==> src/rtl/matmul_pkg.sv <==
// Shared definitions for the single-MAC matrix-multiply scheduler:
// matrix size, address width, counter widths, FSM states and the
// row-major address helper.
package matmul_pkg;

  localparam int N          = 4;
  localparam int AW         = 4;
  localparam int CNTW       = 16;
  localparam int CW         = (N > 1) ? $clog2(N) : 1;
  localparam int ROW_STRIDE = N;

  typedef enum logic [2:0] {
    IDLE  = 3'd0,
    FETCH = 3'd1,
    DRAIN = 3'd2,
    WRITE = 3'd3,
    DONE  = 3'd4
  } state_t;

  // Row-major address row*N + col, evaluated in AW bits.
  function automatic logic [AW-1:0] mat_addr(input logic [CW-1:0] row,
                                             input logic [CW-1:0] col);
    logic [AW-1:0] r;
    logic [AW-1:0] c;
    logic [AW-1:0] s;
    r = AW'(row);
    c = AW'(col);
    s = AW'(ROW_STRIDE);
    return r * s + c;
  endfunction

endpackage

==> src/rtl/matmul_index_ctr.sv <==
// Nested i/j/k loop counters for the scheduler. k walks the inner
// (dot-product) index, j/i walk the output element in row-major order.
// Each counter wraps from N-1 to 0; *_nxt expose the post-step values so
// the scheduler can register addresses for the coming cycle.
module matmul_index_ctr
  import matmul_pkg::*;
(
  input  logic          clk,
  input  logic          rst,
  input  logic          clr,
  input  logic          k_step,
  input  logic          ij_step,
  output logic [CW-1:0] i,
  output logic [CW-1:0] j,
  output logic [CW-1:0] i_nxt,
  output logic [CW-1:0] j_nxt,
  output logic [CW-1:0] k_nxt,
  output logic          k_last,
  output logic          elem_last
);

  localparam logic [CW-1:0] LAST = CW'(N - 1);

  logic [CW-1:0] k;
  logic          j_last;

  // Wrap detection and next-value computation for all three counters.
  always_comb begin
    k_last    = (k == LAST);
    j_last    = (j == LAST);
    elem_last = (i == LAST) && j_last;
    k_nxt     = k_last ? '0 : k + CW'(1);
    j_nxt     = j_last ? '0 : j + CW'(1);
    i_nxt     = i;
    if (j_last) begin
      i_nxt = (i == LAST) ? '0 : i + CW'(1);
    end
  end

  // Counter registers: reset/clear win, otherwise step on request.
  always_ff @(posedge clk) begin
    if (!rst || clr) begin
      i <= '0;
      j <= '0;
      k <= '0;
    end else begin
      if (k_step) begin
        k <= k_nxt;
      end
      if (ij_step) begin
        j <= j_nxt;
        i <= i_nxt;
      end
    end
  end

endmodule

==> src/rtl/matmul_scheduler.sv <==
// Single-MAC matrix multiply sequencer C = A x W (N x N, row-major).
// Per element: N FETCH cycles issue reads, one DRAIN cycle lets the
// last product accumulate, one WRITE cycle stores the result.
// All outputs are registered. Read data arrives one cycle after the
// address, so mac_en/mac_clr are the read strobes delayed by one cycle.
// Optional build macro MATMUL_SCHED_PERF_EN adds the perf_cycles
// busy-cycle counter port.
module matmul_scheduler
  import matmul_pkg::*;
(
  input  logic            clk,
  input  logic            rst,
  input  logic            start,
  input  logic            load_active,
  output logic            busy,
  output logic            done,
  output logic            err,
  output logic            rd_en_A,
  output logic [AW-1:0]   addr_A,
  output logic            rd_en_W,
  output logic [AW-1:0]   addr_W,
  output logic            mac_en,
  output logic            mac_clr,
  output logic            res_wr,
  output logic [AW-1:0]   res_addr,
`ifdef MATMUL_SCHED_PERF_EN
  output logic [CNTW-1:0] perf_cycles,
`endif
  output state_t          state_dbg
);

  state_t        state;
  logic          rd_first;
  logic          accept;
  logic          ctr_k_step;
  logic          ctr_ij_step;
  logic [CW-1:0] i;
  logic [CW-1:0] j;
  logic [CW-1:0] i_nxt;
  logic [CW-1:0] j_nxt;
  logic [CW-1:0] k_nxt;
  logic          k_last;
  logic          elem_last;

  assign state_dbg = state;

  // Counter control decoded from the current state.
  always_comb begin
    accept      = (state == IDLE) && start && !load_active;
    ctr_k_step  = (state == FETCH);
    ctr_ij_step = (state == WRITE);
  end

  matmul_index_ctr u_idx (
    .clk       (clk),
    .rst       (rst),
    .clr       (accept),
    .k_step    (ctr_k_step),
    .ij_step   (ctr_ij_step),
    .i         (i),
    .j         (j),
    .i_nxt     (i_nxt),
    .j_nxt     (j_nxt),
    .k_nxt     (k_nxt),
    .k_last    (k_last),
    .elem_last (elem_last)
  );

  // Main FSM: state, read strobes/addresses, result write, busy/done/err.
  always_ff @(posedge clk) begin
    if (!rst) begin
      state    <= IDLE;
      busy     <= 1'b0;
      done     <= 1'b0;
      err      <= 1'b0;
      rd_en_A  <= 1'b0;
      rd_en_W  <= 1'b0;
      addr_A   <= '0;
      addr_W   <= '0;
      res_wr   <= 1'b0;
      res_addr <= '0;
      rd_first <= 1'b0;
    end else begin
      rd_en_A  <= 1'b0;
      rd_en_W  <= 1'b0;
      addr_A   <= '0;
      addr_W   <= '0;
      res_wr   <= 1'b0;
      res_addr <= '0;
      done     <= 1'b0;
      rd_first <= 1'b0;
      if (busy && load_active) begin
        err <= 1'b1;
      end
      case (state)
        IDLE: begin
          if (accept) begin
            err      <= 1'b0;
            busy     <= 1'b1;
            state    <= FETCH;
            rd_en_A  <= 1'b1;
            rd_en_W  <= 1'b1;
            rd_first <= 1'b1;
          end
        end
        FETCH: begin
          if (k_last) begin
            state <= DRAIN;
          end else begin
            rd_en_A <= 1'b1;
            rd_en_W <= 1'b1;
            addr_A  <= mat_addr(i, k_nxt);
            addr_W  <= mat_addr(k_nxt, j);
          end
        end
        DRAIN: begin
          state    <= WRITE;
          res_wr   <= 1'b1;
          res_addr <= mat_addr(i, j);
        end
        WRITE: begin
          if (elem_last) begin
            state <= DONE;
            busy  <= 1'b0;
            done  <= 1'b1;
          end else begin
            state    <= FETCH;
            rd_en_A  <= 1'b1;
            rd_en_W  <= 1'b1;
            rd_first <= 1'b1;
            addr_A   <= mat_addr(i_nxt, '0);
            addr_W   <= mat_addr('0, j_nxt);
          end
        end
        DONE: begin
          state <= IDLE;
        end
        default: begin
          state <= IDLE;
        end
      endcase
    end
  end

  // MAC strobes follow the read strobes by the memory read latency.
  always_ff @(posedge clk) begin
    if (!rst) begin
      mac_en  <= 1'b0;
      mac_clr <= 1'b0;
    end else begin
      mac_en  <= rd_en_A;
      mac_clr <= rd_en_A && rd_first;
    end
  end

`ifdef MATMUL_SCHED_PERF_EN
  // Saturating count of busy cycles, restarted by each accepted start.
  always_ff @(posedge clk) begin
    if (!rst) begin
      perf_cycles <= '0;
    end else if (accept) begin
      perf_cycles <= '0;
    end else if (busy && (perf_cycles != {CNTW{1'b1}})) begin
      perf_cycles <= perf_cycles + CNTW'(1);
    end
  end
`endif

endmodule

==> config.mk <==
export PLATFORM = sky130hd
export DESIGN_NAME = matmul_scheduler
export DESIGN_NICKNAME = d
export VERILOG_FILES = /design/src/rtl/matmul_pkg.sv /design/src/rtl/matmul_index_ctr.sv /design/src/rtl/matmul_scheduler.sv
export SDC_FILE = /design/constraint.sdc
export NUM_CORES = 1
export LEC_CHECK = 0
export CORE_ASPECT_RATIO = 0.75
export CORE_MARGIN = 2
export CORE_UTILIZATION = 35
export CTS_BUF_LIST = sky130_fd_sc_hd__clkbuf_8
export CTS_CLUSTER_DIAMETER = 60
export CTS_CLUSTER_SIZE = 20
export DETAILED_ROUTE_END_ITERATION = 10
export REMOVE_ABC_BUFFERS = 1
export SYNTH_ARGS = -nofsm -noshare
export SYNTH_HDL_FRONTEND = slang
export SYNTH_SLANG_ARGS = --single-unit
==> constraint.sdc <==
create_clock -name clk -period 3.9 [get_ports clk]
set_input_delay 0.39 -clock clk [delete_from_list [all_inputs] [get_ports clk]]
set_output_delay 0.39 -clock clk [all_outputs]
set_load 0.02 [all_outputs]
# ---- Word-level counts from Yosys, hierarchy flattened
# Cells that the tools add are included.
dict set report totals {
  reg_bits 29
  wordCells 71
  in_bits 4
}
dict set report op_classes {
  eq_ne 9
  add_sub_neg 6
  n_reduce_logical 14
  n_mux 27
}
# op count
set ops {}
lappend ops {{one-hot mux 4 bit (2 select lines)} 2}
lappend ops {{adder 4 x 2 -> 4 bit} 3}
lappend ops {{2-to-1 mux 4 bit} 3}
lappend ops {{one-hot mux 3 bit (4 select lines)} 1}
lappend ops {{2-to-1 mux 1 bit} 10}
lappend ops {{2-to-1 mux 2 bit} 5}
lappend ops {{2-to-1 mux 3 bit} 3}
lappend ops {{adder 2 x 1 -> 2 bit (second input constant)} 3}
lappend ops {{== test 2 bit (second input constant)} 3}
lappend ops {{== test 3 x 2 -> 1 bit (second input constant)} 2}
lappend ops {{inequality test 2 x 1 -> 1 bit (second input constant)} 3}
lappend ops {{AND reduction 2 bit} 3}
lappend ops {{logical AND 1 bit} 5}
lappend ops {{one-hot mux 1 bit (2 select lines)} 2}
lappend ops {{== test 3 x 1 -> 1 bit (second input constant)} 1}
lappend ops {{logical NOT 3 bit} 1}
lappend ops {{one-hot mux 1 bit (3 select lines)} 1}
lappend ops {{AND reduction 3 bit} 1}
lappend ops {{logical NOT 1 bit} 2}
lappend ops {{nonzero test 2 bit} 1}
lappend ops {{logical OR 1 bit} 1}

# ---- Longest topological paths before layout
dict set report depth {
  depth_word 5
  ltp_mapped 5
  ltp_nobuf 4
}

# ---- Modules after synthesis
# A second synthesis with hierarchy kept.
dict set report unflattened {
  hier_cells 98
  hier_area_um2 1038.5
}
# mod n_inst area_per_inst_um2 cells_per_inst
set by_module_without_submodules {}
lappend by_module_without_submodules {matmul_scheduler 1 710.7 65}
lappend by_module_without_submodules {matmul_index_ctr 1 327.8 33}

# ---- Worst setup path before layout
# OpenSTA, ideal clock, no wires.
dict set report synth_path {
  path_type {flip-flop to flip-flop}
  from {register state[0], in the netlist state_dbg[0]}
  to {register rd_first}
  setup_ns 0.079
  slack_ns 2.521
  arrival_time_ns 1.300
  stages_incl_launch_ff 4
  path_buffers 0
  t_required_ns 3.821
  path_cell_list {dfxtp_1 -> or3b_4 -> or3_4 -> a211oi_2}
}
dict set report synth_via {
  elab_chain_cells 5
}
# item line_no
set synth_lines {}
lappend synth_lines {{from (decl)} matmul_scheduler.sv:32} ;# state_t state;
lappend synth_lines {{from (signal assigned)} matmul_scheduler.sv:72} ;# state <= IDLE;
lappend synth_lines {{from (signal assigned)} matmul_scheduler.sv:100} ;# state <= FETCH;
lappend synth_lines {{from (signal assigned)} matmul_scheduler.sv:108} ;# state <= DRAIN;
lappend synth_lines {{logical NOT 3 bit} {matmul_scheduler.sv:49, matmul_scheduler.sv:95}}
lappend synth_lines {{logical AND 1 bit (2 in a row)} matmul_scheduler.sv:49} ;# accept = (state == IDLE) && start && !load_active;
lappend synth_lines {{2-to-1 mux 1 bit} matmul_scheduler.sv:97} ;# if (accept) begin
lappend synth_lines {{one-hot mux 1 bit (2 select lines) (*)} matmul_scheduler.sv:95} ;# case (state)
lappend synth_lines {{to (signal assigned)} matmul_scheduler.sv:82} ;# rd_first <= 1'b0;
lappend synth_lines {{to (signal assigned)} matmul_scheduler.sv:91} ;# rd_first <= 1'b0;
lappend synth_lines {{to (signal assigned)} matmul_scheduler.sv:103} ;# rd_first <= 1'b1;
lappend synth_lines {{to (decl)} matmul_scheduler.sv:33} ;# logic rd_first;
# Mark *: on every way between the ends. The rest lies on a longest branch, timed or not.
# A chain may end at the register's enable or synchronous reset.

# ---- Worst setup path in the final report
dict set report layout_path {
  from {register state[1], in the netlist state_dbg[1]}
  to {output state_dbg[1]}
}
# item line_no
set layout_lines {}
lappend layout_lines {{to (decl)} matmul_scheduler.sv:29} ;# output state_t state_dbg
# No word-level cell between the ends.

==> results.ini <==
[grt]
grt_pass1_wl_um=3400
grt_overflow=0
grt_max_degree=15
grtUsageTotal_pct=12.9
antenna_found_initial=0
grt_pass1_vias=778

[yosys]
synth_top_cell_area_share_pct=50.2
yosysMostFrequentCell=dfxtp_1
yosysTopAreaCell=dfxtp_1
synth_ff_type=dfxtp_1
netlist_area_sq_um=1080
synth.area.top_cells=dfxtp_1 50%, ha_1 4.7%, a21oi_1 4.2%, mux2i_1 3.7%, nand2_1 3.1%
synth-seq-area-share_pct=50.2
async_flop_share_pct=0
synthCells=108
yosysUniqueCellTypes=33
avgSynthCellArea_sq_um=9.96
ys_ff_latch=27
synth_edf_count=0
ys_top_cells_by_count=27 x dfxtp_1, 9 x a21oi_1, 9 x nand2_1, 9 x nor2_1, 5 x and2_1
yosys_warnings=0

[hold_path]
min_from=rd_first
min_path_type=reg -> reg
hold_depth=1
min_to=mac_clr

[worst_setup_path]
critPathKind=reg -> out
path_cells=clkdlybuf4s50_1
crit_path_end_kind=output port
slowest_stage=clkdlybuf4s50_1
crit_path_start_kind=flop
crit_path_max_incr_delay_ps=700
r2r-end=rd_first
path_buf_inv=1
crit_arrival_ps=1620
reg2reg_setup_slack_ps=2400
r2r_cells=3
path_max_fanout=13
crit_family=buffers and inverters
critPathRequiredTime_ps=3510
reg2reg_from=state_dbg[0]

[placed_design]
hpwl_um=1510
port-buffer-count=26
place.gp.congestion=0.779

[clock_network]
cts.sinks=27
cts_tree=yes
cts_buffer_depth=2
path_clk_slew_ps=90
cts_setup_buffers=0
cts_hold_buf=0
ctsRootBufferMaster=clkbuf_8
cts_resized=0
htreeDepth=1
clock_latency_ps=260
cts-buffers-inserted=3

[floorplanning]
die_y_um=52.0
coreArea_sq_um=2940
dieArea_sq_um=3540
ios=27
rows=17
die_x_um=68.0
start_util_pct=36.7

[cells_and_area]
diodes=0
fin_nets=140
fillCellCount=281
drive_gt1_share_pct=6.87
fin_util_pct=47.3
area.growth.synth_to_final_pct=29.0

[routing]
routedWlPerCell_um=12.0
ant_nets=0
via_per_inst=4.86
drt_pre_antenna_iters=4
num_vias=822
totalWireLength_um=2030
drcViolationCount=0
drt-initial-drc-count=15

[sta]
tns_ps=0
slew_headroom_pct=65.6
max_freq_mhz=498
worstMarginPinSlew_ps=515
period_minus_slack_ps=2010
rsz0062_at_grt=no
setup_viol=0
finalHoldViolCount=0
fin_skew_ps=1.55
timing.final.crit_share_pct=51.5
report.final.slew_viol_count=0

[run_status]
status=finished, final reports clean

[power]
p_per_area_nw_per_um2=347
ir_worst_vdd_mv=0.190
power_leakage_nw=0.518

[flow_run]
drv_cap=0

[routing by layer]
metal	track usage [%]	up-vias	part of all wire, %
li1	-	422	-
met1	16.2	376	49
met5	0	-	0
met2	22.3	22	46
met3	3.90	2	5.2
met4	1.33	0	0.25
[power breakdown]
part | internal [mW] | switching [mW]
Sequential | 0.281 | 0.00543
Clock | 0.0704 | 0.0802
Combinational | 0.0222 | 0.0223
[area by class of cell]
type	count	area, sq um	area share (%)
well taps	38	47.5	3.43
clock buffers	3	41.3	2.98
multi-input cells	73	490	35.3
clock inverters	1	3.75	0.271
repair buffers	26	260	18.8
flip-flops and latches	27	541	39.0
inverters	1	3.75	0.271
[sequential cells by signal, indices dropped and copies added, names as in the netlist, 2 cells and up]
name       count
u_idx.j        2
addr_W         2
state_dbg      3
addr_A         4
u_idx.k        2
u_idx.i        2
res_addr       4
[placed cells by master (no fill, tap or decap), drive strengths merged, types with 2 or more instances in the layout]
master / synthesis / layout
clkdlybuf4s50: 0 / 26
nand2b: 4 / 4
or3: 2 / 2
dfxtp: 27 / 27
nor2: 9 / 9
and2: 5 / 5
nor3: 3 / 3
nand3: 3 / 3
mux2i: 4 / 4
a32oi: 2 / 2
nand2: 9 / 9
a211oi: 2 / 2
nor2b: 3 / 3
a21oi: 9 / 9
inv: 1 / 2
and3: 2 / 2
ha: 4 / 4
clkbuf: 1 / 3
[cell families (layout without fill, tap and decap cells)]
family                   Yosys count  count (layout)  synth area share (%)
AO/OA/AOI/OAI                     18              18                  12.4
adder cells (fa/ha/maj)            4               4                  4.65
buffers and inverters              8              31                  4.18
flip-flops                        27              27                  50.2
multiplexers                       4               4                  3.72
AND/OR/NAND/NOR                   47              47                  24.8
[how the worst max path moves through the flow]
| stage | from | to | slack [ps] | cells after the start |
|---|---|---|---|---|
| finish | state_dbg[1] | state_dbg[1] | 1890 | 1 |
| global route | state_dbg[1] | state_dbg[1] | 1790 | 1 |
| CTS | state_dbg[1] | state_dbg[1] | 1870 | 1 |
| detailed placement | start | rd_first | 2030 | 4 |
| global placement | start | rd_first | 2070 | 4 |
| floorplan | state_dbg[0] | rd_first | 2440 | 3 |
[stage by stage]
stage	hold WS (ps)	cell area [sq um]	setup slack, ps	instances	total power, mW
final	469	1390	1890	169	0.482
after global routing	509	1390	1790	169	0.507
after CTS	475	1390	1870	169	0.490
after detailed placement	453	1340	2030	165	0.338
after global placement	454	1340	2070	165	0.338
after floorplan	437	1030	2440	101	0.318
No activity file was read; power rests on OpenSTA's default activity.
